## src/rtl/fp_add_pkg.sv

```systemverilog
// Shared constants and types for the single-precision adder pipeline.
// Contents: format widths, exponent limits, flag bit positions, special
// word constants, and the stage payload structs used by the
// post-normalize/round stage.
package fp_add_pkg;

  localparam int EXP_W   = 8;
  localparam int FRAC_W  = 23;
  localparam int MANT_W  = FRAC_W + 4;   // hidden + fraction + guard/round/sticky
  localparam int E_W     = EXP_W + 2;    // signed working exponent, room for +/- excursions
  localparam int BIAS    = 127;
  localparam int EXP_MAX = 255;

  // Bit positions inside the 4-bit flag vector {overflow, underflow, inexact, zero}
  localparam int FLAG_OVF  = 3;
  localparam int FLAG_UNF  = 2;
  localparam int FLAG_INX  = 1;
  localparam int FLAG_ZERO = 0;

  localparam logic [31:0] QNAN = 32'h7FC0_0000;
  localparam logic [31:0] INF  = 32'h7F80_0000;

  // Stage 1 payload: normalized mantissa and adjusted exponent
  typedef struct packed {
    logic                  sign;
    logic signed [E_W-1:0] e;
    logic [MANT_W-1:0]     mant;
    logic                  zero;
    logic                  bypass;
    logic [31:0]           bword;
  } s1_t;

  // Stage 2 payload: packed result and flags
  typedef struct packed {
    logic [31:0] result;
    logic [3:0]  flags;
  } s2_t;

endpackage

```

## src/rtl/fp_add_norm_round_lzc27.sv

```systemverilog
// Combinational 27-bit leading-zero counter.
// Ports:
//   a_i   [26:0] value to scan, MSB first
//   cnt_o [4:0]  number of leading zeros; 27 when a_i is zero
module lzc27 (
  input  logic [26:0] a_i,
  output logic [4:0]  cnt_o
);

  logic found;

  always_comb begin
    cnt_o = 5'd27;
    found = 1'b0;
    for (int i = 26; i >= 0; i--) begin
      if (!found && a_i[i]) begin
        cnt_o = 5'(26 - i);
        found = 1'b1;
      end
    end
  end

endmodule

```

## src/rtl/fp_add_norm_round.sv

```systemverilog
// Post-normalization and round-to-nearest-even stage of the pipelined
// binary32 adder. Two registered stages with valid/ready backpressure:
// stage 1 finishes normalization (leading-zero shift, exponent adjust),
// stage 2 rounds, applies exponent limits and packs the result word.
// Ports:
//   clk, rst                  clock, synchronous active-high reset
//   in_valid/in_ready         input handshake
//   in_sign, in_exp, in_mant  sum sign, biased exponent, 27-bit mantissa {h,frac,g,r,s}
//   in_ovf, in_shl1           upstream already shifted right / left by one
//   in_bypass, in_bypass_word special-case word emitted verbatim
//   out_valid/out_ready       output handshake
//   out_result, out_flags     packed word, {overflow, underflow, inexact, zero}
module fp_add_norm_round
  import fp_add_pkg::*;
(
  input  logic              clk,
  input  logic              rst,
  input  logic              in_valid,
  output logic              in_ready,
  input  logic              in_sign,
  input  logic [EXP_W-1:0]  in_exp,
  input  logic [MANT_W-1:0] in_mant,
  input  logic              in_ovf,
  input  logic              in_shl1,
  input  logic              in_bypass,
  input  logic [31:0]       in_bypass_word,
  output logic              out_valid,
  input  logic              out_ready,
  output logic [31:0]       out_result,
  output logic [3:0]        out_flags
);

  localparam logic signed [E_W-1:0] E_TOP = E_W'(EXP_MAX);
  localparam logic signed [E_W-1:0] E_ONE = E_W'(1);

  logic       s1_valid_q, s1_valid_d;
  logic       s2_valid_q, s2_valid_d;
  s1_t        s1_q, s1_d;
  s2_t        s2_q, s2_d;
  logic       s2_load;
  logic [4:0] lzc;

  assign s2_load  = !s2_valid_q | out_ready;
  assign in_ready = !s1_valid_q | s2_load;

  lzc27 u_lzc (
    .a_i   (in_mant),
    .cnt_o (lzc)
  );

  // Stage 1: exponent pre-adjust and leading-zero normalization
  logic [E_W-1:0] e_u;
  logic           needs_shift;

  always_comb begin
    needs_shift = !in_mant[MANT_W-1] && (in_mant != '0);
    e_u = {2'b00, in_exp} + {{(E_W-1){1'b0}}, in_ovf} - {{(E_W-1){1'b0}}, in_shl1};
    s1_d        = '0;
    s1_d.sign   = in_sign;
    s1_d.mant   = in_mant;
    s1_d.bypass = in_bypass;
    s1_d.bword  = in_bypass_word;
    s1_d.zero   = (in_mant == '0) && !in_bypass;
    if (needs_shift) begin
      e_u       = e_u - {{(E_W-5){1'b0}}, lzc};
      s1_d.mant = in_mant << lzc;
    end
    s1_d.e = $signed(e_u);
  end

  // Stage 2: round to nearest even, limit checks, pack
  logic                  rnd_up;
  logic [24:0]           m24;
  logic signed [E_W-1:0] e_r;
  logic [FRAC_W-1:0]     frac;
  logic                  inexact;

  always_comb begin
    rnd_up  = s1_q.mant[2] & (s1_q.mant[1] | s1_q.mant[0] | s1_q.mant[3]);
    inexact = |s1_q.mant[2:0];
    m24     = {1'b0, s1_q.mant[MANT_W-1:3]} + {24'b0, rnd_up};
    // Carry out of rounding means the mantissa became 10.000..., renormalize by one
    e_r     = s1_q.e + $signed({{(E_W-1){1'b0}}, m24[24]});
    frac    = m24[24] ? m24[23:1] : m24[22:0];

    s2_d                 = '0;
    s2_d.result          = {s1_q.sign, e_r[EXP_W-1:0], frac};
    s2_d.flags[FLAG_INX] = inexact;
    if (s1_q.bypass) begin
      s2_d.result = s1_q.bword;
      s2_d.flags  = '0;
    end else if (s1_q.zero) begin
      s2_d.result           = 32'h0;
      s2_d.flags            = '0;
      s2_d.flags[FLAG_ZERO] = 1'b1;
    end else if (e_r >= E_TOP) begin
      s2_d.result          = {s1_q.sign, 8'hFF, 23'h0};
      s2_d.flags           = '0;
      s2_d.flags[FLAG_OVF] = 1'b1;
      s2_d.flags[FLAG_INX] = 1'b1;
    end else if (e_r < E_ONE) begin
      // Denormals are not produced; anything at or below zero flushes
      s2_d.result           = {s1_q.sign, 31'h0};
      s2_d.flags            = '0;
      s2_d.flags[FLAG_UNF]  = 1'b1;
      s2_d.flags[FLAG_ZERO] = 1'b1;
      s2_d.flags[FLAG_INX]  = 1'b1;
    end
  end

  always_comb begin
    s1_valid_d = in_ready ? in_valid : s1_valid_q;
    s2_valid_d = s2_load ? s1_valid_q : s2_valid_q;
  end

  always_ff @(posedge clk) begin
    if (rst) begin
      s1_valid_q <= 1'b0;
      s2_valid_q <= 1'b0;
      s2_q       <= '0;
    end else begin
      s1_valid_q <= s1_valid_d;
      s2_valid_q <= s2_valid_d;
      // A bubble moving into stage 2 clears the output word so idle outputs read 0
      if (s2_load) s2_q <= s1_valid_q ? s2_d : '0;
    end
  end

  // Stage 1 data needs no reset: it is only observed behind s1_valid_q
  always_ff @(posedge clk) begin
    if (in_ready && in_valid) s1_q <= s1_d;
  end

  assign out_valid  = s2_valid_q;
  assign out_result = s2_q.result;
  assign out_flags  = s2_q.flags;

endmodule

```

## config.mk

```make
export PLATFORM = sky130hd
export DESIGN_NAME = fp_add_norm_round
export DESIGN_NICKNAME = d
export VERILOG_FILES = /design/src/rtl/fp_add_pkg.sv /design/src/rtl/fp_add_norm_round_lzc27.sv /design/src/rtl/fp_add_norm_round.sv
export SDC_FILE = /design/constraint.sdc
export NUM_CORES = 1
export LEC_CHECK = 0
export CAP_MARGIN = 10
export CORE_MARGIN = 2
export CORE_UTILIZATION = 50
export CTS_CLUSTER_DIAMETER = 200
export DETAILED_ROUTE_END_ITERATION = 10
export DONT_BUFFER_PORTS = 1
export PLACE_DENSITY = 0.63
export REMOVE_ABC_BUFFERS = 1
export SLEW_MARGIN = 20
export SYNTH_ARGS = -nofsm -noshare
export SYNTH_HDL_FRONTEND = slang
export SYNTH_SLANG_ARGS = --single-unit
```

## constraint.sdc

```tcl
create_clock -name clk -period 5.4 [get_ports clk]
set_clock_uncertainty 0.15 [all_clocks]
set_input_delay 0.81 -clock clk [delete_from_list [all_inputs] [get_ports clk]]
set_output_delay 0.81 -clock clk [all_outputs]
set_load 0.05 [all_outputs]
```

# Word level (Yosys, flattened, before mapping)
# Index checks and enable logic that the tools add are counted.
word_totals:
  reg_bits: 110
  input_bits: 75
  out_inout_bits: 38
  wordCells: 146
op_classes:
  addsub: 5
  order_cmp: 2
  shift: 1
  muxes: 61
  bitwise: 5
  n_reduce_logical: 62
op_table:
  columns: ["cell", "n"]
  rows:
  - ["$mux W5", 27]
  - ["$mux W36", 3]
  - ["$mux W35", 2]
  - ["$logic_not A1 Y1", 30]
  - ["$logic_and A1 B1 Y1", 29]
  - ["$logic_not A27 Y1", 1]
  - ["$mux W27", 1]
  - ["$reduce_bool A27 Y1", 1]
  - ["$shl A27 B5 Y27", 1]
  - ["$mux W1", 26]
  - ["$add A24 B1 Y25", 1]
  - ["$mux W23", 1]
  - ["$add A10 B2 Y10", 1]
  - ["$ge A10 B9 Y1 const B", 1]
  - ["$lt A10 B2 Y1 const B", 1]
  - ["$mux W10", 1]
  - ["$sub A10 B5 Y10", 1]
  - ["$sub A9 B1 Y10", 1]
  - ["$add A8 B1 Y9", 1]
  - ["$or A1 B1 Y1", 4]
  - ["$reduce_or A3 Y1", 1]
  - ["$and A1 B1 Y1", 1]

# Longest topological paths before layout
depth:
  ltp_word: 81
  mapped_depth: 20
  depth_no_buf: 17

# Modules after synthesis
# A second synthesis with hierarchy kept.
unflattened:
  cells_unflattened: 728
  area_unflattened_um2: 7084.3
modules_own_cells:
  columns: ["mod", "instances", "cells_each", "area_each_um2", "seq_area_each_um2"]
  rows:
  - ["fp_add_norm_round", 1, 677, 6796.5, 2922.8]
  - ["lzc27", 1, 51, 287.8, 0.0]

# Worst setup path after synthesis
# OpenSTA, ideal clock, no wires.
synth_timing:
  path_kind: "input -> register"
  startpoint: "in in_mant[19]"
  endpoint: "reg s1_q[70] in the netlist's numbering (data pin)"
  setup_ns: 0.255
  arrival_time_ns: 4.454
  required_time_ns: 4.995
  path_slack_ns: 0.541
  cell_stages: 19
  path_buffers: 4
  cell_sequence: "buf_2 nor4_1 and4_4 inv_2 or3_1 and3_1 buf_2 inv_2 buf_2 buf_2 ha_1 nor2b_1 o21ai_0 a21boi_0 o21ai_0 o211ai_1 nor4b_1 a221oi_1 and2_1"
synth_via:
  elab_chain_cells: 61
  word_cells_on_any_way: 82
  cone_classes: "add/sub (1); mux (40); reduce/logical (41)"
synth_lines:
  columns: ["element", "line", "text"]
  rows:
  - ["from (decl)", "fp_add_norm_round.sv:22", "input logic [MANT_W-1:0] in_mant,"]
  - ["$logic_and A1 B1 Y1", "fp_add_norm_round_lzc27.sv:16", "if (!found && a_i[i]) begin"]
  - ["$mux W1", "fp_add_norm_round_lzc27.sv:16", null]
  - ["$logic_not A1 Y1", "fp_add_norm_round_lzc27.sv:16", null]
  - ["$logic_and A1 B1 Y1", "fp_add_norm_round_lzc27.sv:16", null]
  - ["$mux W1", "fp_add_norm_round_lzc27.sv:16", null]
  - ["$logic_not A1 Y1", "fp_add_norm_round_lzc27.sv:16", null]
  - ["$logic_and A1 B1 Y1", "fp_add_norm_round_lzc27.sv:16", null]
  - ["$mux W1", "fp_add_norm_round_lzc27.sv:16", null]
  - ["[46 not listed]", null, null]
  - ["$logic_and A1 B1 Y1", "fp_add_norm_round_lzc27.sv:16", null]
  - ["$mux W1", "fp_add_norm_round_lzc27.sv:16", null]
  - ["$logic_not A1 Y1", "fp_add_norm_round_lzc27.sv:16", null]
  - ["$logic_and A1 B1 Y1", "fp_add_norm_round_lzc27.sv:16", null]
  - ["$mux W5", "fp_add_norm_round_lzc27.sv:16", null]
  - ["$sub A10 B5 Y10", "fp_add_norm_round.sv:65", "e_u = e_u - {{(E_W-5){1'b0}}, lzc};"]
  - ["$mux W10 (*)", "fp_add_norm_round.sv:64", "if (needs_shift) begin"]
  - ["via e_u[9]", "fp_add_norm_round.sv:52", "logic [E_W-1:0] e_u;"]
  - ["to (signal assigned)", "fp_add_norm_round.sv:131", "if (in_ready && in_valid) s1_q <= s1_d;"]
  - ["to (decl)", "fp_add_norm_round.sv:38", "s1_t s1_q, s1_d;"]
# The timed path passes the listed nets; every way through them passes the cells marked *.
# A chain may end at the register's enable or synchronous reset.

# Final worst setup path
layout_timing:
  startpoint: "reg s1_q[36] in the netlist's numbering"
  endpoint: "reg s2_q (netlist bit out_result[7])"
layout_via:
  elab_chain_cells: 9
  word_cells_on_any_way: 11
  cone_classes: "add/sub (2); order compare (2); mux (6); bitwise (1)"
layout_lines:
  columns: ["element", "line", "text"]
  rows:
  - ["$and A1 B1 Y1 (*)", "fp_add_norm_round.sv:79", "rnd_up = s1_q.mant[2] & (s1_q.mant[1] | s1_q.mant[0] | s1_q.mant[3]);"]
  - ["$add A24 B1 Y25 (*)", "fp_add_norm_round.sv:81", "m24 = {1'b0, s1_q.mant[MANT_W-1:3]} + {24'b0, rnd_up};"]
  - ["$add A10 B2 Y10", "fp_add_norm_round.sv:83", "e_r = s1_q.e + $signed({{(E_W-1){1'b0}}, m24[24]});"]
  - ["$lt A10 B2 Y1", "fp_add_norm_round.sv:101", "end else if (e_r < E_ONE) begin"]
  - ["$mux W35", "fp_add_norm_round.sv:101", null]
  - ["$mux W35 (*)", "fp_add_norm_round.sv:96", "end else if (e_r >= E_TOP) begin"]
  - ["$mux W36 (*)", "fp_add_norm_round.sv:92", "end else if (s1_q.zero) begin"]
  - ["$mux W36 (*)", "fp_add_norm_round.sv:89", "if (s1_q.bypass) begin"]
  - ["$mux W36 (*)", "fp_add_norm_round.sv:125", "if (s2_load) s2_q <= s1_valid_q ? s2_d : '0;"]
  - ["to (signal assigned)", "fp_add_norm_round.sv:125", null]
  - ["to (decl)", "fp_add_norm_round.sv:39", "s2_t s2_q, s2_d;"]
# Mark *: on every way between the ends. The rest lies on a longest branch, timed or not.

==> flow_metrics.py <==
metrics = {
    "synth": {
        "synth_top_area_cell": "edfxtp_1",
        "ys_warn_count": 0,
        "synth_area_per_cell_um2": 9.38,
        "syn_area_um2": 7100,
        "async_flop_share": 0,
        "ys_types": 75,
        "synth_top_area_frac": 0.305,
        "ys_ff_latch": 110,
        "synthFlopType": "edfxtp_1",
        "yosysSeqAreaShare": 0.412,
        "synth.area.top_cells": "edfxtp_1, dfxtp_1, a22oi_1",
        "syn-instance-count": 757,
        "synth-edff-count": 72,
    },
    "sta": {
        "layout_min_cycle_time_ns": 4.80,
        "fmax_ghz": 0.208,
        "fin_crit_sh": 0.888,
        "hold_viol_final": 0,
        "holdWs_ns": 0.335,
        "fin_ws_ns": 0.603,
        "fin_setup_tns_ns": 0,
        "rsz0062_at_grt": "false",
        "worstMarginPinSlew_ns": 1.10,
        "final_max_slew_viol_count": 0,
        "setup_violations": 0,
        "relSlewSlack": 0.270,
    },
    "finish": {
        "diodes": 0,
        "drive_gt1_frac": 0.0716,
        "layout_commonest_cell": "edfxtp_1",
        "mostFrequentLayoutCells": "edfxtp_1, nand2_1, nor2_1",
        "nets": 831,
        "syn2layout_area_growth_pct": 4.97,
    },
    "route": {
        "routed_wl_um": 19500,
        "ant_nets": 0,
        "first_pass_iters": 5,
        "vias": 5962,
        "route.detailed.drc": 0,
        "wire_per_inst_um": 21.1,
        "drtIter0Drc": 654,
        "routed_via_density": 6.48,
    },
    "power_and_ir_drop": {
        "power_density_nw_per_um2": 272,
        "vdd_drop_max_mv": 0.156,
        "p_leak_nw": 2.71,
    },
    "critical_path": {
        "r2r_slack_ns": 0.60,
        "start_kind": "flop",
        "end_kind": "flop",
        "worstPathMaxFanout": 9,
        "criticalPathCategory": "reg -> reg",
        "cp.arrival_ns": 4.91,
        "crit_required_ns": 5.52,
    },
    "clocking": {
        "htree_levels": 3,
        "clockBufferDepth": 2,
        "ctsHoldBuffers": 0,
        "cts-root-buf": "clkbuf_16",
        "path_clk_slew_ns": 0.07,
        "clk_latency_ns": 0.35,
        "clock-sinks": 110,
        "cts_buffers": 9,
        "cts_tree": "yes",
    },
    "grt": {
        "grt.overflow.total": 0,
        "grt_max_degree": 73,
        "antenna_found_initial": 0,
        "grt_use_total": 0.257,
        "grt_pass1_wl_um": 30200,
        "grt_pass1_vias": 5696,
    },
    "placed_design": {
        "numPortBuffers": 0,
        "place_congestion": 0.972,
        "place_ws_ns": 0.438,
        "place_hpwl_um": 14700,
    },
    "hold_path": {
        "hold_class": "reg -> reg",
    },
    "die": {
        "io-pin-count": 113,
        "core_um2": 13900,
        "fp.dieArea_um2": 15200,
        "die_x_um": 123,
        "die_h_um": 123,
        "rows": 43,
        "initial_core_util": 0.511,
    },
    "status": {
        "outcome": "finished, final reports clean",
    },
    "flow_run": {
        "maxCapViolCount": 0,
    },
}
[cells by family (layout without fill, tap and decap cells)]
| logic type | count (synthesis) | after routing | share of synthesized area |
|---|---|---|---|
| xor gates and xnor gates | 34 | 34 | 0.0420 |
| and+or+nand+nor | 249 | 249 | 0.179 |
| buffers and inverters | 81 | 64 | 0.0525 |
| adders and majority gates | 21 | 21 | 0.0391 |
| DFF | 110 | 110 | 0.412 |
| AOI/OAI and AO/OA | 234 | 234 | 0.235 |
| muxes | 28 | 28 | 0.0414 |
[power by group]
group          switching, mW  total [mW]  internal, mW
Combinational          0.229       0.381         0.151
Clock                  0.290       0.603         0.313
Sequential            0.0745        1.04         0.965
Total                  0.594        2.02          1.43
[per-stage QoR]
step | std cells | utilization | area, um^2 | total power [mW]
after floorplan | 713 | - | 6860 | 1.33
final | 920 | 0.537 | 7450 | 2.02
after global placement | 904 | 0.517 | 7170 | 1.43
after detailed placement | 904 | 0.517 | 7170 | 1.43
after CTS | 920 | 0.536 | 7450 | 2.04
after global routing | 920 | 0.537 | 7450 | 2.12
[registers in the layout, summed over array words and instances, names as in the netlist]
register and count:
out_flags 4, out_result 32, out_valid 1, s1_q 72, s1_valid_q 1
[synth_stat cells, types with 16 or more instances]
master	number
edfxtp_1	72
nand2_1	67
nor2_1	60
o21ai_0	46
a21oi_1	38
dfxtp_1	38
a22oi_1	34
inv_1	33
clkbuf_1	27
nand3_1	25
mux2i_1	21
ha_1	19
xnor2_1	18
xor2_1	16
[cell type report]
cell class / count / area [um^2]
clock buffers: 9 / 225
clock inverters: 7 / 47.5
fillers: 1275 / 6430
inverters: 37 / 139
multi-input cells: 566 / 3810
flip-flops and latches: 110 / 2920
well taps: 180 / 225
repair buffers: 11 / 82.6
[repair_timing]
item | CTS | global route
resized for setup | 0 | 1
buffers inserted | 0 | 0
setup endpoints to repair | 0 | 19
[routing by layer]
metal	up-vias	track usage	wire length, um
met1	2766	0.344	8460
met4	0	0.0945	482
li1	2843	-	-
met5	-	0	0
met3	34	0.0530	1630
met2	319	0.410	8890
[critical path, cell delays in order, from the launching register on]
cell and delay [ns]:
edfxtp_1 0.37, and2_1 0.18, ha_1 0.19, nand3_1 0.16, nor4_1 0.57, and3_1 0.33, nand4_1 0.16, clkinv_1 0.19
ha_1 0.23, ha_1 0.26, and4_1 0.34, nor3_1 0.07, o211a_1 0.22, o211ai_1 0.21, nand3b_1 0.19, nor3_2 0.32
nand3_1 0.32, o21ai_0 0.26
[final timing paths]
| path | startpoint | to | depth (start not counted) |
|---|---|---|---|
| max reg2reg | s1_q[36] | out_result[7] | 17 |
| min reg2reg | s1_q[25] | out_result[25] | 2 |
| min | s1_q[25] | out_result[25] | 2 |
| max | s1_q[36] | out_result[7] | 17 |
Power figures use the tool's default switching activity.
